File: config.mk
export PLATFORM = sky130hd
export DESIGN_NAME = pipe_hazard_ctrl_flat
export DESIGN_NICKNAME = d
export VERILOG_FILES = /design/src/rtl/pipe_hazard_ctrl_pkg.sv /design/src/rtl/pipe_hazard_ctrl_if.sv /design/src/rtl/pipe_hazard_ctrl_tag_pipe.sv /design/src/rtl/pipe_hazard_ctrl.sv /design/src/flat_wrapper.sv
export SDC_FILE = /design/constraint.sdc
export NUM_CORES = 1
export LEC_CHECK = 0
export CORE_ASPECT_RATIO = 0.9
export CORE_MARGIN = 5
export CORE_UTILIZATION = 54
export DETAILED_ROUTE_END_ITERATION = 8
export PLACE_DENSITY = 0.85
export SLEW_MARGIN = 20
export SYNTH_ARGS = -nofsm -noshare
export SYNTH_HDL_FRONTEND = slang
export SYNTH_SLANG_ARGS = --single-unit
File: constraint.sdc
create_clock -name clk -period 3.96 [get_ports clk]
set_input_delay 0.792 -clock clk [delete_from_list [all_inputs] [get_ports clk]]
set_output_delay 0.792 -clock clk [all_outputs]
set_load 0.01 [all_outputs]
File: src/rtl/pipe_hazard_ctrl_pkg.sv
// Shared types for the pipeline hazard/forwarding controller:
// in-flight tag layout, forward-select encoding and default depths.
package pipe_pkg;

  localparam int TAG_RW         = 8;
  localparam int DEF_STAGES     = 3;
  localparam int DEF_NREGS      = 16;
  localparam int DEF_ALU_STAGE  = 1;
  localparam int DEF_LOAD_STAGE = 2;
  localparam int DEF_CNT_W      = 32;

  localparam int FWD_RF = 0;

  // dst is sized for the largest register file; narrower files zero-extend
  typedef struct packed {
    logic              valid;
    logic [TAG_RW-1:0] dst;
    logic              wr;
    logic              is_load;
  } tag_t;

  localparam tag_t TAG_BUBBLE = '0;

  function automatic int ready_stage(
    input logic is_load,
    input int   alu_s,
    input int   load_s
  );
    return is_load ? load_s : alu_s;
  endfunction

endpackage

File: src/rtl/pipe_hazard_ctrl_if.sv
// Decode-side bundle of the hazard controller: operand/destination
// description in, issue stall and registered forward selects out.
interface pipe_hazard_ctrl_if
  import pipe_pkg::*;
#(
  parameter int NREGS  = DEF_NREGS,
  parameter int STAGES = DEF_STAGES
);

  localparam int RW = $clog2(NREGS);
  localparam int FW = $clog2(STAGES);

  logic          d_valid;
  logic          d_kill;
  logic [RW-1:0] d_src1;
  logic [RW-1:0] d_src2;
  logic          d_src1_used;
  logic          d_src2_used;
  logic [RW-1:0] d_dst;
  logic          d_wr;
  logic          d_is_load;
  logic          issue_stall;
  logic [FW-1:0] x_fwd_a;
  logic [FW-1:0] x_fwd_b;

  modport master (
    output d_valid,
    output d_kill,
    output d_src1,
    output d_src2,
    output d_src1_used,
    output d_src2_used,
    output d_dst,
    output d_wr,
    output d_is_load,
    input  issue_stall,
    input  x_fwd_a,
    input  x_fwd_b
  );

  modport slave (
    input  d_valid,
    input  d_kill,
    input  d_src1,
    input  d_src2,
    input  d_src1_used,
    input  d_src2_used,
    input  d_dst,
    input  d_wr,
    input  d_is_load,
    output issue_stall,
    output x_fwd_a,
    output x_fwd_b
  );

endinterface

File: src/rtl/pipe_hazard_ctrl_tag_pipe.sv
// Shift register of in-flight instruction tags past decode.
// Freezes on memory stall; a bubble enters stage 0 when nothing issues.
module hazard_tag_pipe
  import pipe_pkg::*;
#(
  parameter int STAGES = DEF_STAGES
) (
  input  logic              clk,
  input  logic              rst_n,
  input  logic              freeze_i,
  input  logic              push_i,
  input  tag_t              tag_i,
  output tag_t [STAGES-1:0] tags_o
);

  tag_t [STAGES-1:0] tags_q;
  tag_t [STAGES-1:0] tags_d;

  always_comb begin
    tags_d = tags_q;
    if (!freeze_i) begin
      tags_d[0] = push_i ? tag_i : TAG_BUBBLE;
      for (int k = 1; k < STAGES; k++) begin
        tags_d[k] = tags_q[k-1];
      end
    end
  end

  always_ff @(posedge clk or negedge rst_n) begin
    if (!rst_n) begin
      tags_q <= '0;
    end else begin
      tags_q <= tags_d;
    end
  end

  assign tags_o = tags_q;

endmodule

File: src/rtl/pipe_hazard_ctrl.sv
// Load-use stall and registered operand forwarding for an in-order
// pipeline of configurable depth and per-class result latency.
module pipe_hazard_ctrl
  import pipe_pkg::*;
#(
  parameter int STAGES     = DEF_STAGES,
  parameter int NREGS      = DEF_NREGS,
  parameter int ALU_STAGE  = DEF_ALU_STAGE,
  parameter int LOAD_STAGE = DEF_LOAD_STAGE,
  parameter bit ZERO_REG   = 1'b1,
  parameter int CNT_W      = DEF_CNT_W
) (
  input  logic                 clk,
  input  logic                 rst_n,
  input  logic                 mem_stall,
  pipe_hazard_ctrl_if.slave    dif,
  output logic [CNT_W-1:0]     stall_cnt,
  output logic [CNT_W-1:0]     issue_cnt
);

  localparam int RW = $clog2(NREGS);
  localparam int FW = $clog2(STAGES);

  if (STAGES < 2) begin : g_bad_stages
    $error("pipe_hazard_ctrl: STAGES must be at least 2");
  end
  if (ALU_STAGE < 0 || ALU_STAGE >= STAGES) begin : g_bad_alu
    $error("pipe_hazard_ctrl: ALU_STAGE out of range");
  end
  if (LOAD_STAGE < ALU_STAGE || LOAD_STAGE >= STAGES) begin : g_bad_load
    $error("pipe_hazard_ctrl: need ALU_STAGE <= LOAD_STAGE < STAGES");
  end
  if (RW > TAG_RW) begin : g_bad_nregs
    $error("pipe_hazard_ctrl: NREGS exceeds tag width");
  end

  typedef struct packed {
    logic          haz;
    logic [FW-1:0] sel;
  } res_t;

  tag_t [STAGES-1:0] tags;
  tag_t              in_tag;
  res_t              r1;
  res_t              r2;
  logic              live;
  logic              hazard;
  logic              issue;

  logic [FW-1:0]    fwd_a_q, fwd_a_d;
  logic [FW-1:0]    fwd_b_q, fwd_b_d;
  logic [CNT_W-1:0] stall_cnt_q, stall_cnt_d;
  logic [CNT_W-1:0] issue_cnt_q, issue_cnt_d;

  function automatic logic producer(
    input tag_t          t,
    input logic [RW-1:0] src,
    input logic          used
  );
    logic is_zero;
    is_zero = ZERO_REG && (t.dst == '0);
    return t.valid && t.wr && used &&
           (t.dst == TAG_RW'(src)) && !is_zero;
  endfunction

  // Walk oldest to youngest so the youngest producer wins.
  function automatic res_t resolve(
    input tag_t [STAGES-1:0] t,
    input logic [RW-1:0]     src,
    input logic              used
  );
    res_t r;
    int   nxt;
    int   rdy;
    r = '0;
    for (int k = STAGES-1; k >= 0; k--) begin
      if (producer(t[k], src, used)) begin
        nxt   = k + 1;
        rdy   = ready_stage(t[k].is_load, ALU_STAGE, LOAD_STAGE);
        r.haz = (nxt < rdy);
        // past the last tracked stage the RF write-through covers it
        if (!r.haz && nxt <= STAGES-1) begin
          r.sel = FW'(nxt);
        end else begin
          r.sel = FW'(FWD_RF);
        end
      end
    end
    return r;
  endfunction

  always_comb begin
    r1 = resolve(tags, dif.d_src1, dif.d_src1_used);
    r2 = resolve(tags, dif.d_src2, dif.d_src2_used);
  end

  assign live   = dif.d_valid && !dif.d_kill;
  assign hazard = r1.haz || r2.haz;
  assign issue  = live && !hazard;

  assign dif.issue_stall = live && hazard;

  assign in_tag = '{
    valid:   1'b1,
    dst:     TAG_RW'(dif.d_dst),
    wr:      dif.d_wr,
    is_load: dif.d_is_load
  };

  hazard_tag_pipe #(
    .STAGES (STAGES)
  ) u_tags (
    .clk      (clk),
    .rst_n    (rst_n),
    .freeze_i (mem_stall),
    .push_i   (issue),
    .tag_i    (in_tag),
    .tags_o   (tags)
  );

  always_comb begin
    fwd_a_d     = fwd_a_q;
    fwd_b_d     = fwd_b_q;
    stall_cnt_d = stall_cnt_q;
    issue_cnt_d = issue_cnt_q;
    if (!mem_stall) begin
      fwd_a_d = issue ? r1.sel : FW'(FWD_RF);
      fwd_b_d = issue ? r2.sel : FW'(FWD_RF);
      if (dif.issue_stall && stall_cnt_q != '1) begin
        stall_cnt_d = stall_cnt_q + CNT_W'(1);
      end
      if (issue && issue_cnt_q != '1) begin
        issue_cnt_d = issue_cnt_q + CNT_W'(1);
      end
    end
  end

  always_ff @(posedge clk or negedge rst_n) begin
    if (!rst_n) begin
      fwd_a_q     <= FW'(FWD_RF);
      fwd_b_q     <= FW'(FWD_RF);
      stall_cnt_q <= '0;
      issue_cnt_q <= '0;
    end else begin
      fwd_a_q     <= fwd_a_d;
      fwd_b_q     <= fwd_b_d;
      stall_cnt_q <= stall_cnt_d;
      issue_cnt_q <= issue_cnt_d;
    end
  end

  assign dif.x_fwd_a = fwd_a_q;
  assign dif.x_fwd_b = fwd_b_q;
  assign stall_cnt   = stall_cnt_q;
  assign issue_cnt   = issue_cnt_q;

endmodule

File: src/flat_wrapper.sv
// flat-port wrapper written by rule: the top's interface ports become plain ports
module pipe_hazard_ctrl_flat import pipe_pkg::*;
#(
  parameter int STAGES     = DEF_STAGES,
  parameter int NREGS      = DEF_NREGS,
  parameter int ALU_STAGE  = DEF_ALU_STAGE,
  parameter int LOAD_STAGE = DEF_LOAD_STAGE,
  parameter bit ZERO_REG   = 1'b1,
  parameter int CNT_W      = DEF_CNT_W
)
  (clk, rst_n, mem_stall, stall_cnt, issue_cnt, dif_d_valid, dif_d_kill, dif_d_src1, dif_d_src2, dif_d_src1_used, dif_d_src2_used, dif_d_dst, dif_d_wr, dif_d_is_load, dif_issue_stall, dif_x_fwd_a, dif_x_fwd_b);
  pipe_hazard_ctrl_if #(.NREGS(NREGS), .STAGES(STAGES)) dif_i ();
  input  logic clk;
  input  logic rst_n;
  input  logic mem_stall;
  output logic [CNT_W-1:0] stall_cnt;
  output logic [CNT_W-1:0] issue_cnt;
  input wire logic [$bits(dif_i.d_valid)-1:0] dif_d_valid;
  input wire logic [$bits(dif_i.d_kill)-1:0] dif_d_kill;
  input wire logic [$bits(dif_i.d_src1)-1:0] dif_d_src1;
  input wire logic [$bits(dif_i.d_src2)-1:0] dif_d_src2;
  input wire logic [$bits(dif_i.d_src1_used)-1:0] dif_d_src1_used;
  input wire logic [$bits(dif_i.d_src2_used)-1:0] dif_d_src2_used;
  input wire logic [$bits(dif_i.d_dst)-1:0] dif_d_dst;
  input wire logic [$bits(dif_i.d_wr)-1:0] dif_d_wr;
  input wire logic [$bits(dif_i.d_is_load)-1:0] dif_d_is_load;
  output wire logic [$bits(dif_i.issue_stall)-1:0] dif_issue_stall;
  output wire logic [$bits(dif_i.x_fwd_a)-1:0] dif_x_fwd_a;
  output wire logic [$bits(dif_i.x_fwd_b)-1:0] dif_x_fwd_b;
  assign dif_i.d_valid = dif_d_valid;
  assign dif_i.d_kill = dif_d_kill;
  assign dif_i.d_src1 = dif_d_src1;
  assign dif_i.d_src2 = dif_d_src2;
  assign dif_i.d_src1_used = dif_d_src1_used;
  assign dif_i.d_src2_used = dif_d_src2_used;
  assign dif_i.d_dst = dif_d_dst;
  assign dif_i.d_wr = dif_d_wr;
  assign dif_i.d_is_load = dif_d_is_load;
  assign dif_issue_stall = dif_i.issue_stall;
  assign dif_x_fwd_a = dif_i.x_fwd_a;
  assign dif_x_fwd_b = dif_i.x_fwd_b;
  pipe_hazard_ctrl #(.STAGES(STAGES), .NREGS(NREGS), .ALU_STAGE(ALU_STAGE), .LOAD_STAGE(LOAD_STAGE), .ZERO_REG(ZERO_REG), .CNT_W(CNT_W)) u_core (.clk(clk), .rst_n(rst_n), .mem_stall(mem_stall), .dif(dif_i), .stall_cnt(stall_cnt), .issue_cnt(issue_cnt));
endmodule
==> run summary <==
status - completed
RSZ-0062 raised after global routing - false
fin crit share - 86.52%
Non-Filler Instances - 558
crit path kind - input pin to primary output
number of flops mapped to enable cells by yosys - 0
Worst setup EP type - primary output
Max Cap Viol - 0
Hold Violations, Final - 0
largest cells by area after synthesis - dfrtp_1, xor2_1, xnor2_1
R2R setup slack - 1260 ps
CP arrival - 2630 ps
H-tree depth - 3
measured slew at the worst slew-check pin - 727.6 ps
Setup TNS Final - 0 ps
Final Cell Area - 0.005166 sq mm
Vias - 3,114
Syn Area/Cell - 10.86 sq um
gr usage total - 21.26%
final RePlAce weighted congestion - 0.8697
dpl cell area - 0.004936 sq mm
Clock Skew - 10.89 ps
post-synthesis compound-gate area fraction - 3.179%
starting density of the core - 55.89%
IO Pins - 90
CTS Sinks - 81
layout cell share with drive strength beyond 1 - 9.032%
Min-Delay Path Class - input pin to async pin
cell taking the most area after synthesis - dfrtp_1
Final HPWL DP - 6792 um
CP delay by family, top - buffers and inverters
ys flop type - dfrtp_1
XOR/XNOR Fraction of Synth Area - 16.93%
Rel. slew slack - 51.49%
Crit path buffers/inverters - 2
power per cell area - 339.1 mW/mm^2
clk_lat worst skew - 350 ps
Setup violations, final - 0
Seq/Total Area, Yosys - 50.99%
Synth Warn # - 0
synthesized flop and latch total - 81
post-synth cell types - 43
mux contribution to synthesized area - 1.983%
main combinational cell family by area after synthesis - simple AND/OR/NAND/NOR gates
std cell rows - 29
Largest stage delay, worst path - 550 ps
f_max - 291.9 MHz
drt total wl - 9354 um
LEAKAGE - 2.379 nW
Core Region - 0.007112 sq mm
Die Wd - 100.4 um
fraction of registers with async set/reset - 100.0%
antenna violations before repair - 0
reg2reg path depth - 7
minimum clock period - 3426 ps
IO Port Bufs - 89
Net Count, Synth - 389
die span in y - 91.40 um
Max clock buf depth - 2
DR iter-0 viols - 86
maximum VDD drop - 212.9 uV
dpl cells - 542
Post-CTS Setup Bufs - 0
vias in the first global route - 3,201
cts bufs inserted - 9
R2R Path Start - u_core.u_tags.tags_o[3]
crit-path max FO - 2
Post-Synth Simple-Gate Area - 23.95%
wire per inst - 16.76 um
Final ANT Viol Nets - 0
Adder-Cell Fraction of Synth Area - 0.6295%
Die Area - 0.009180 sq mm
largest net degree at the start of global routing - 82
drt pass-1 iters - 4
hold_buf cts - 0
Slew Viols, Final - 0
Final nets - 483
Area growth syn-to-layout - 29.97%
CP max-delay cell - clkdlybuf4s50_1
first-pass GRT wire length - 15,750 um
CP Launch Type - input pin
worst-path cell chain - clkdlybuf4s50_1 > xor2_1 > nor3_1 > a22oi_4 > nor2_1 > clkdlybuf4s50_1
Vias/cell - 5.581
most common cell after layout, fill and taps aside - clkdlybuf4s50_1
CTS clk-pin slew, worst paths - 90 ps
Post-Syn Area - 0.003975 sq mm
FF-to-FF End - u_core.stall_cnt[27]
Post-Syn Instances - 366
CP required - 3170 ps
post-synth top area share - 50.99%
post-CTS sizing - 0
commonest non-fill, non-tap cells in the layout - clkdlybuf4s50_1, dfrtp_1, xor2_1
# diodes - 0
root buf cell - clkbuf_8
# DRC - 0
gr ovfl total - 0
fin util - 72.64%
CTS tree - yes
most frequent CP cell - clkdlybuf4s50_1
[routing by layer]
metal	share of wire (%)	track usage (%)	routed length, um
met5	0	0	0
met1	44	27.97	4132
met2	51	35.26	4727
met3	4.0	4.291	373
met4	1.3	6.734	121
[layout make-up]
cell class	instances	area [sq um]
clock buffers	10	137.6
clock inverters	6	88.84
fillers	542	1946
inverters	9	33.78
multi-input cells	268	1856
flip-flops and latches	81	2027
well taps	93	116.4
repair buffers	91	907.1
[Yosys cell counts (2+ instances only)]
library cell  number
a22o_1             7
and2_1             3
and3_1            12
and4_1             8
buf_2              2
buf_4              3
buf_6              2
dfrtp_1           81
ha_1               2
inv_1              9
mux2_2             7
nand2_1           28
nand3_1           28
nand4_1           18
nor2_1            25
nor3_1            19
nor4_1             7
o31ai_1            2
or2_2              2
or3_1              3
or4_4              3
xnor2_1           35
xor2_1            40
[how the worst max path moves through the flow]
stage / endpoint / from / slack (ps) / cells past startpoint
floorplan: dif_issue_stall / dif_d_src2[1] / 1440 / 5
CTS: dif_issue_stall / dif_d_src2[1] / 510 / 6
finish: dif_issue_stall / dif_d_src2[1] / 530 / 6
detailed placement: u_core.stall_cnt[17] / dif_d_src2[1] / 510 / 8
global placement: dif_issue_stall / dif_d_src2[1] / 590 / 6
global route: dif_issue_stall / dif_d_src1[1] / 450 / 6
[per-stage QoR]
step           setup WS (ps)  power, mW  hold WS [ps]
2_1_floorplan           1443     0.9828         478.9
3_3_place_gp           592.1      1.079         465.5
3_5_place_dp           509.4      1.085         467.7
4_1_cts                512.7      1.762         487.9
5_1_grt                449.7      1.819         504.0
6_report               533.6      1.752         455.5
[where the power goes]
group	leakage (nW)	internal, mW	switching [mW]	total (mW)
Sequential	1.10	0.856	0.0432	0.899
Combinational	1.17	0.0922	0.0773	0.169
Clock	0.109	0.373	0.310	0.683
[sequential cells by signal, summed over array words and instances, names as in the netlist]
signal and flops:
u_core.dif.x_fwd_b 2, u_core.stall_cnt 32, u_core.u_tags.tags_o 13, u_core.issue_cnt 32, u_core.dif.x_fwd_a 2
[logic make-up (layout without fill, tap and decap cells)]
family	count (synthesis)	in the layout
buffers and inverters	17	116
AND/OR/NAND/NOR	169	169
AO/OA/AOI/OAI	14	14
multiplexers	7	7
adder cells (fa/ha/maj)	2	2
flip-flops	81	81
XOR/XNOR	76	76
Note: power is estimated with default switching activity, not from simulation.
